File: config.mk
export PLATFORM = sky130hd
export DESIGN_NAME = pipeline_hazard_ctrl_flat
export DESIGN_NICKNAME = d
export VERILOG_FILES = /design/src/rtl/pipeline_hazard_ctrl_if.sv /design/src/rtl/pipeline_hazard_ctrl.sv /design/src/flat_wrapper.sv
export SDC_FILE = /design/constraint.sdc
export NUM_CORES = 1
export LEC_CHECK = 0
export ABC_AREA = 0
export ABC_CLOCK_PERIOD_IN_PS = 2800
export CAP_MARGIN = 0
export CORE_MARGIN = 4
export CORE_UTILIZATION = 40
export DETAILED_ROUTE_END_ITERATION = 16
export PLACE_DENSITY = 0.61
export SLEW_MARGIN = 15
export SYNTH_ARGS = -nofsm -noshare
export SYNTH_HDL_FRONTEND = slang
export SYNTH_SLANG_ARGS = --single-unit
File: constraint.sdc
create_clock -name clk -period 2.8 [get_ports clk]
set_clock_uncertainty 0.2 [all_clocks]
set_input_delay 0.42 -clock clk [delete_from_list [all_inputs] [get_ports clk]]
set_output_delay 0.42 -clock clk [all_outputs]
set_load 0.1 [all_outputs]
File: src/rtl/pipeline_hazard_ctrl_if.sv
// Interface between the pipeline stages and the hazard controller.
// The master side reports stage occupancy; the slave side is the controller.
interface pipeline_hazard_ctrl_if #(
    parameter int REG_W = 4,
    parameter int CNT_W = 16
);
    logic [REG_W-1:0] src1;
    logic [REG_W-1:0] src2;
    logic             two_src;
    logic [REG_W-1:0] ex_dest;
    logic             ex_wb_en;
    logic             ex_mem_r_en;
    logic [REG_W-1:0] mem_dest;
    logic             mem_wb_en;
    logic             fwd_en;
    logic             mem_access;
    logic             mem_ready;
    logic             Branch_taken;
    logic             cnt_clr;

    logic             freeze;
    logic             flush;
    logic             id_bubble;
    logic             stall_all;
    logic             mem_err;
    logic [CNT_W-1:0] stall_cnt;
    logic [CNT_W-1:0] flush_cnt;

    modport master (
        output src1, src2, two_src,
        output ex_dest, ex_wb_en, ex_mem_r_en,
        output mem_dest, mem_wb_en,
        output fwd_en, mem_access, mem_ready, Branch_taken, cnt_clr,
        input  freeze, flush, id_bubble, stall_all, mem_err,
        input  stall_cnt, flush_cnt
    );

    modport slave (
        input  src1, src2, two_src,
        input  ex_dest, ex_wb_en, ex_mem_r_en,
        input  mem_dest, mem_wb_en,
        input  fwd_en, mem_access, mem_ready, Branch_taken, cnt_clr,
        output freeze, flush, id_bubble, stall_all, mem_err,
        output stall_cnt, flush_cnt
    );
endinterface

File: src/rtl/pipeline_hazard_ctrl.sv
// Central freeze/flush/bubble/stall controller for the 5-stage core, with
// a data-memory wait tracker, sticky timeout flag and saturating counters.
module pipeline_hazard_ctrl #(
    parameter int REG_W       = 4,
    parameter int CNT_W       = 16,
    parameter int MEM_TIMEOUT = 64
) (
    input logic                   clk,
    input logic                   rst,
    pipeline_hazard_ctrl_if.slave bus
);

    typedef enum logic {
        RUN      = 1'b0,
        MEM_WAIT = 1'b1
    } state_t;

    localparam logic [CNT_W-1:0] TIMEOUT_VAL  = CNT_W'(MEM_TIMEOUT);
    localparam logic [CNT_W-1:0] TIMEOUT_LAST = CNT_W'(MEM_TIMEOUT - 1);

    state_t           state_reg;
    state_t           state_next;
    logic [CNT_W-1:0] wait_cnt_reg;
    logic [CNT_W-1:0] wait_cnt_next;
    logic             mem_err_reg;
    logic             mem_err_next;

    logic             mem_stall;
    logic             hazard;
    logic             freeze;
    logic             flush;

    logic [REG_W-1:0] src_sel [2];
    logic [1:0]       src_used;
    logic [1:0]       ex_match;
    logic [1:0]       mem_match;

    // ------------------------------------------------------------------
    // Source-operand dependency check against EX and MEM writers
    // ------------------------------------------------------------------
    assign src_sel[0] = bus.src1;
    assign src_sel[1] = bus.src2;
    assign src_used   = {bus.two_src, 1'b1};

    genvar gi;
    generate
        for (gi = 0; gi < 2; gi++) begin : g_src
            assign ex_match[gi]  = src_used[gi] & bus.ex_wb_en  & (src_sel[gi] == bus.ex_dest);
            assign mem_match[gi] = src_used[gi] & bus.mem_wb_en & (src_sel[gi] == bus.mem_dest);
        end
    endgenerate

    // With forwarding only a load in EX cannot be bypassed in time.
    assign hazard = bus.fwd_en ? (bus.ex_mem_r_en & (|ex_match))
                               : ((|ex_match) | (|mem_match));

    // ------------------------------------------------------------------
    // Control outputs: memory stall beats branch, branch beats hazard
    // ------------------------------------------------------------------
    assign mem_stall = bus.mem_access & ~bus.mem_ready;
    assign freeze    = mem_stall | (hazard & ~bus.Branch_taken);
    assign flush     = bus.Branch_taken & ~mem_stall;

    assign bus.freeze    = freeze;
    assign bus.flush     = flush;
    assign bus.id_bubble = hazard & ~bus.Branch_taken & ~mem_stall;
    assign bus.stall_all = mem_stall;
    assign bus.mem_err   = mem_err_reg;

    // ------------------------------------------------------------------
    // Memory wait FSM and timeout tracking
    // ------------------------------------------------------------------
    always_ff @(posedge clk or negedge rst) begin
        if (!rst) begin
            state_reg    <= RUN;
            wait_cnt_reg <= '0;
            mem_err_reg  <= 1'b0;
        end else begin
            state_reg    <= state_next;
            wait_cnt_reg <= wait_cnt_next;
            mem_err_reg  <= mem_err_next;
        end
    end

    always_comb begin
        state_next    = state_reg;
        wait_cnt_next = wait_cnt_reg;
        mem_err_next  = mem_err_reg;
        case (state_reg)
            RUN: begin
                wait_cnt_next = '0;
                if (mem_stall) begin
                    state_next = MEM_WAIT;
                end
            end
            MEM_WAIT: begin
                if (wait_cnt_reg != TIMEOUT_VAL) begin
                    wait_cnt_next = wait_cnt_reg + 1'b1;
                end
                // Flag is raised once, on the edge the count arrives at the limit.
                if (wait_cnt_reg == TIMEOUT_LAST) begin
                    mem_err_next = 1'b1;
                end
                if (bus.mem_ready) begin
                    state_next = RUN;
                end
            end
            default: begin
                state_next = RUN;
            end
        endcase
        if (bus.cnt_clr) begin
            mem_err_next = 1'b0;
        end
    end

    // ------------------------------------------------------------------
    // Saturating performance counters: [0] freeze cycles, [1] flush cycles
    // ------------------------------------------------------------------
    logic [1:0]       cnt_event;
    logic [CNT_W-1:0] cnt_value [2];

    assign cnt_event = {flush, freeze};

    generate
        for (gi = 0; gi < 2; gi++) begin : g_cnt
            logic [CNT_W-1:0] cnt_reg;

            always_ff @(posedge clk or negedge rst) begin
                if (!rst) begin
                    cnt_reg <= '0;
                end else if (bus.cnt_clr) begin
                    cnt_reg <= '0;
                end else if (cnt_event[gi] && (cnt_reg != {CNT_W{1'b1}})) begin
                    cnt_reg <= cnt_reg + 1'b1;
                end
            end

            assign cnt_value[gi] = cnt_reg;
        end
    endgenerate

    assign bus.stall_cnt = cnt_value[0];
    assign bus.flush_cnt = cnt_value[1];

endmodule

File: src/flat_wrapper.sv
// flat-port wrapper written by rule: the top's interface ports become plain ports
module pipeline_hazard_ctrl_flat 
#(
    parameter int REG_W       = 4,
    parameter int CNT_W       = 16,
    parameter int MEM_TIMEOUT = 64
)
  (clk, rst, bus_src1, bus_src2, bus_two_src, bus_ex_dest, bus_ex_wb_en, bus_ex_mem_r_en, bus_mem_dest, bus_mem_wb_en, bus_fwd_en, bus_mem_access, bus_mem_ready, bus_Branch_taken, bus_cnt_clr, bus_freeze, bus_flush, bus_id_bubble, bus_stall_all, bus_mem_err, bus_stall_cnt, bus_flush_cnt);
  pipeline_hazard_ctrl_if #(.REG_W(REG_W), .CNT_W(CNT_W)) bus_i ();
  input logic clk;
  input logic rst;
  input wire logic [$bits(bus_i.src1)-1:0] bus_src1;
  input wire logic [$bits(bus_i.src2)-1:0] bus_src2;
  input wire logic [$bits(bus_i.two_src)-1:0] bus_two_src;
  input wire logic [$bits(bus_i.ex_dest)-1:0] bus_ex_dest;
  input wire logic [$bits(bus_i.ex_wb_en)-1:0] bus_ex_wb_en;
  input wire logic [$bits(bus_i.ex_mem_r_en)-1:0] bus_ex_mem_r_en;
  input wire logic [$bits(bus_i.mem_dest)-1:0] bus_mem_dest;
  input wire logic [$bits(bus_i.mem_wb_en)-1:0] bus_mem_wb_en;
  input wire logic [$bits(bus_i.fwd_en)-1:0] bus_fwd_en;
  input wire logic [$bits(bus_i.mem_access)-1:0] bus_mem_access;
  input wire logic [$bits(bus_i.mem_ready)-1:0] bus_mem_ready;
  input wire logic [$bits(bus_i.Branch_taken)-1:0] bus_Branch_taken;
  input wire logic [$bits(bus_i.cnt_clr)-1:0] bus_cnt_clr;
  output wire logic [$bits(bus_i.freeze)-1:0] bus_freeze;
  output wire logic [$bits(bus_i.flush)-1:0] bus_flush;
  output wire logic [$bits(bus_i.id_bubble)-1:0] bus_id_bubble;
  output wire logic [$bits(bus_i.stall_all)-1:0] bus_stall_all;
  output wire logic [$bits(bus_i.mem_err)-1:0] bus_mem_err;
  output wire logic [$bits(bus_i.stall_cnt)-1:0] bus_stall_cnt;
  output wire logic [$bits(bus_i.flush_cnt)-1:0] bus_flush_cnt;
  assign bus_i.src1 = bus_src1;
  assign bus_i.src2 = bus_src2;
  assign bus_i.two_src = bus_two_src;
  assign bus_i.ex_dest = bus_ex_dest;
  assign bus_i.ex_wb_en = bus_ex_wb_en;
  assign bus_i.ex_mem_r_en = bus_ex_mem_r_en;
  assign bus_i.mem_dest = bus_mem_dest;
  assign bus_i.mem_wb_en = bus_mem_wb_en;
  assign bus_i.fwd_en = bus_fwd_en;
  assign bus_i.mem_access = bus_mem_access;
  assign bus_i.mem_ready = bus_mem_ready;
  assign bus_i.Branch_taken = bus_Branch_taken;
  assign bus_i.cnt_clr = bus_cnt_clr;
  assign bus_freeze = bus_i.freeze;
  assign bus_flush = bus_i.flush;
  assign bus_id_bubble = bus_i.id_bubble;
  assign bus_stall_all = bus_i.stall_all;
  assign bus_mem_err = bus_i.mem_err;
  assign bus_stall_cnt = bus_i.stall_cnt;
  assign bus_flush_cnt = bus_i.flush_cnt;
  pipeline_hazard_ctrl #(.REG_W(REG_W), .CNT_W(CNT_W), .MEM_TIMEOUT(MEM_TIMEOUT)) u_core (.clk(clk), .rst(rst), .bus(bus_i));
endmodule
# After elaboration in Yosys (flattened, before gate mapping)
# Index checks and enable logic that the tools add are counted.
# totals
regBits	50
inputBits	27
output_inout_bits	37
word_cells	56
# op_classes
addsub	3
eq_ne	9
muxes	13
n_bitwise	17
reduce_logical	9
# ops
op	n
$mux W16	5
$add A16 B1 Y16 const B	3
$ne A16 B16 Y1 const B	2
$pmux W16 S2	1
$eq A16 B6 Y1 const B	1
$eq A4 B4 Y1	4
$ne A16 B7 Y1 const B	1
$and A1 B1 Y1	11
$reduce_bool A2 Y1	4
$mux W1	6
$not A1 Y1	4
$reduce_or A2 Y1	2
$logic_and A1 B1 Y1	2
$ne A2 B2 Y1 const B	1
$or A1 B1 Y1	2
$pmux W1 S2	1
$reduce_and A2 Y1	1

# Longest topological paths before layout
# Gate-level depths: netlist of the first run.
# logic_depth
ltp_word	10
mapped_depth	7
depth_no_buf	7

# Worst setup path after synthesis of the first run
# Ideal clock, no wire load.
# synth_timing
kind	input to output
start	input bus_mem_ready
end	output bus_id_bubble
arrival_ps	2568
required_ps	2180
setup_slack_ps	-388
cell_stages	4
path_buffers	1
cell_sequence	nand2b_1 > buf_2 > inv_1 > nor2_1
# synth_between
elab_chain_cells	4
# synth_lines
item	line_no	rtl
start, declared	flat_wrapper.sv:22	input wire logic [$bits(bus_i.mem_ready)-1:0] bus_mem_ready;
$not A1 Y1	pipeline_hazard_ctrl.sv:60	assign mem_stall = bus.mem_access & ~bus.mem_ready;
$and A1 B1 Y1	pipeline_hazard_ctrl.sv:60	
net bus_stall_all	flat_wrapper.sv:28	output wire logic [$bits(bus_i.stall_all)-1:0] bus_stall_all;
$not A1 Y1	pipeline_hazard_ctrl.sv:66	assign bus.id_bubble = hazard & ~bus.Branch_taken & ~mem_stall;
$and A1 B1 Y1	pipeline_hazard_ctrl.sv:66	
end, declared	flat_wrapper.sv:27	output wire logic [$bits(bus_i.id_bubble)-1:0] bus_id_bubble;
# The timed path passes the listed nets, and every way through them passes these cells.

# Worst setup path after layout of the first run
# layout_timing
start	input bus_src1[2]
end	output bus_id_bubble
# layout_between
elab_chain_cells	7
word_cells_on_any_way	11
cone_classes	2 x eq/ne; 1 x mux; 6 x bitwise; 2 x reduce/logical
# layout_lines
item	line_no	rtl
start, declared	flat_wrapper.sv:12	input wire logic [$bits(bus_i.src1)-1:0] bus_src1;
$eq A4 B4 Y1 (on tied branches)	pipeline_hazard_ctrl.sv:48, pipeline_hazard_ctrl.sv:49	
$and A1 B1 Y1 (on tied branches)	pipeline_hazard_ctrl.sv:48, pipeline_hazard_ctrl.sv:49	
$reduce_or A2 Y1 (on tied branches)	pipeline_hazard_ctrl.sv:54, pipeline_hazard_ctrl.sv:55	
$or A1 B1 Y1 or $and A1 B1 Y1 (tied branches)	pipeline_hazard_ctrl.sv:55, pipeline_hazard_ctrl.sv:54	
$mux W1 (*)	pipeline_hazard_ctrl.sv:54	assign hazard = bus.fwd_en ? (bus.ex_mem_r_en & (|ex_match))
$and A1 B1 Y1 (*) (2 in a row)	pipeline_hazard_ctrl.sv:66	
# Mark *: on every way between the ends. The rest lies on a longest branch, timed or not.

==> results of run 1 <==
-- critical path, stage by stage --
cell             delay [ns]
clkdlybuf4s50_1        0.52
xnor2_1                0.14
nand4_1                0.12
o22ai_2                0.26
o21bai_4               0.18
nor2_2                 0.16
buf_12                 0.19
-- path summary, 6_finish.rpt --
kind	start	to	slack (ns)	cells after the start
worst max-delay path	bus_src1[2]	bus_id_bubble	0.20	7
worst min-delay path	u_core.bus.mem_err	u_core.bus.mem_err	0.32	2
worst max register to register	u_core.bus.stall_cnt[0]	u_core.bus.stall_cnt[8]	0.36	7
worst min register to register	u_core.bus.mem_err	u_core.bus.mem_err	0.32	2
max in group asynchronous	rst	u_core.bus.stall_cnt[3]	1.41	3
min in group asynchronous	rst	u_core.bus.stall_cnt[4]	0.36	2
-- per-stage QoR --
| step | hold WS [ns] | instances | util | total power, W | instance area (um2) |
|---|---|---|---|---|---|
| after floorplan | -0.0756 | 323 | - | 0.000886 | 3030 |
| after global placement | 0.170 | 484 | 0.516 | 0.000988 | 3760 |
| after detailed placement | 0.173 | 484 | 0.516 | 0.000991 | 3760 |
| after CTS | 0.320 | 493 | 0.528 | 0.00142 | 3850 |
| after global routing | 0.334 | 493 | 0.530 | 0.00146 | 3860 |
| final | 0.316 | 493 | 0.530 | 0.00139 | 3860 |
-- power groups by stage --
stage	logic, W	clock network, W	registers [W]
after detailed placement	0.000232	0	0.000758
after global placement	0.000231	0	0.000758
after CTS	0.000235	0.000438	0.000744
after floorplan	0.0000968	0	0.000790
after global routing	0.000250	0.000461	0.000746
final	0.000232	0.000414	0.000744
-- cells by family (layout without fill, tap and decap cells) --
kind of cell / Yosys count / count (layout) / share of synthesized area
simple gates: 153 / 153 / 0.264
flops: 50 / 50 / 0.414
xor+xnor: 40 / 40 / 0.116
compound gates: 36 / 36 / 0.0961
buf+inv: 22 / 93 / 0.0277
mux: 18 / 18 / 0.0658
fa+ha+maj: 4 / 4 / 0.0166
-- cells in the mapped netlist, drive strengths merged (3+ instances only) --
| library cell | number | share of area |
|---|---|---|
| inv | 14 | 0.017 |
| nand4 | 15 | 0.031 |
| nand3 | 15 | 0.025 |
| or2 | 3 | 0.0070 |
| xnor2 | 32 | 0.093 |
| nand2 | 21 | 0.026 |
| and2 | 11 | 0.023 |
| xor2 | 8 | 0.023 |
| o21ai | 7 | 0.012 |
| nor4 | 3 | 0.0062 |
| and4 | 8 | 0.024 |
| nor2 | 47 | 0.059 |
| mux2i | 3 | 0.0099 |
| a21oi | 9 | 0.016 |
| clkbuf | 7 | 0.0087 |
| nor2b | 15 | 0.031 |
| a21boi | 3 | 0.0075 |
| a2111oi | 4 | 0.022 |
| a211oi | 5 | 0.012 |
| or3 | 5 | 0.010 |
| dfrtp | 50 | 0.41 |
| ha | 4 | 0.017 |
| mux2 | 15 | 0.056 |
| nand2b | 3 | 0.0062 |
-- timing repair --
action | in CTS | in global routing
hold buffers | 1 | 0
resized for setup | 0 | 1
setup endpoints to repair | 0 | 1
setup buffers | 0 | 0
endpoints found under the hold margin | 14 | 0
-- cell type report --
type                       instances  share of cell area
clock buffer                       7              0.0198
clock inverter                     1             0.00194
inverter                          14              0.0136
multi-input combinational        251               0.439
sequential                        50               0.326
tap                               99              0.0321
timing repair buffer              71               0.167
-- metal layers --
| layer | track usage | vias to the layer above | part of all wire |
|---|---|---|---|
| li1 | - | 1268 | - |
| met1 | 0.236 | 1216 | 0.48 |
| met5 | 0 | - | 0 |
| met3 | 0.0287 | 7 | 0.046 |
| met2 | 0.253 | 55 | 0.46 |
| met4 | 0.0457 | 0 | 0.013 |
==> results.cfg, run 1 <==
[timing]
worst_slew_pin_slew_ns = 0.536
setup_tns_ns = 0
setup_violations = 0
slew_headroom = 0.642
fmax_mhz = 384
period_share = 0.930
hold_viol = 0
period_needed_ns = 2.60
rsz0062_at_grt = false
slew_violations = 0
setup_ws_ns = 0.197

[yosys]
syn_inst = 323
ys_warn_count = 0
yosys_most_used_dff = dfrtp_1
syn-num-nets = 354
syn-cell-area_um2 = 3020
avgSynthCellArea_um2 = 9.35
ys_types = 44
synth_edf_count = 0
async_reset_ff_frac = 1.00
synth_seq_area_share = 0.414
synth_seq_cells = 50

[pwr]
internal_power_w = 0.00100
switching_share = 0.280
seqPwrFrac = 0.535
max-vdd-ir-drop_v = 0.000163
clock_power_share = 0.298
pwr-share-comb = 0.167
power.switching_w = 0.000390
power_leakage_nw = 1.61
p_per_area_nw_per_um2 = 360

[cells_and_area]
area_growth_pct = 27.8
multiInputGateArea_um2 = 1700
final_nets = 424
ff_latch_area_um2 = 1260
fillers = 724
drive_above_1_share = 0.175
layout_commonest_cell = nor2_1
diodes = 0
final_cell_mix = nor2_1 (45), dfrtp_1 (44), buf_4 (40)

[run_status]
status = complete, no violations

[detailed_routing]
dr.first_iter.drc_count = 124
wirelength_um = 7060
first_pass_iters = 4
avgRoutedWirePerCell_um = 14.3
drc = 0
vias_per_cell = 5.16
ant_nets = 0
via_count = 2546

[placement]
dpl_worst_slack_ns = 0.0159
place_congestion = 0.844
portBuffers = 63
hpwlAfterDp_um = 5290

[clock_network]
htreeDepth = 2
cts_made_buffers = 5
cts_tree = built
cts.sinks = 50
clkLatencyLatePin_ns = 0.30
cts.path.max_buffers = 2
cts-root-buf = clkbuf_8
clkTransAtPathRegs_ns = 0.08

[floorplanning]
die_h_um = 94.9
core-area_um2 = 7290
die_w_um = 94.9
start_util = 0.414
io_pins = 64
rows = 31
dieArea_um2 = 9010

[worst_setup_path]
required_ns = 2.18
crit_path_end_kind = output pin
arrival_ns = 1.98
worst-path-max-fanout = 9
cp-start-kind = primary input
critPathKind = in2out

[global_route]
antenna_found_initial = 0
grt_max_degree = 50
gr-usage-all-layers = 0.164
grt_overflow = 0
grt_pass1_wl_um = 11800
grt_pass1_vias = 2455

[run]
maxCapViolCount = 0

[min_path]
hp-class = reg2reg
Power figures use the tool's default switching activity.
==> inputs of run 2 (changes only) <==
--- a/config.mk
+++ b/config.mk
@@ -12,7 +12,7 @@
 export CORE_UTILIZATION = 40
 export DETAILED_ROUTE_END_ITERATION = 16
 export PLACE_DENSITY = 0.61
-export SLEW_MARGIN = 15
+export SLEW_MARGIN = 40
 export SYNTH_ARGS = -nofsm -noshare
 export SYNTH_HDL_FRONTEND = slang
 export SYNTH_SLANG_ARGS = --single-unit
==> results of run 2 <==
No change in the layout: final DEF, timing and power equal those of run 1.
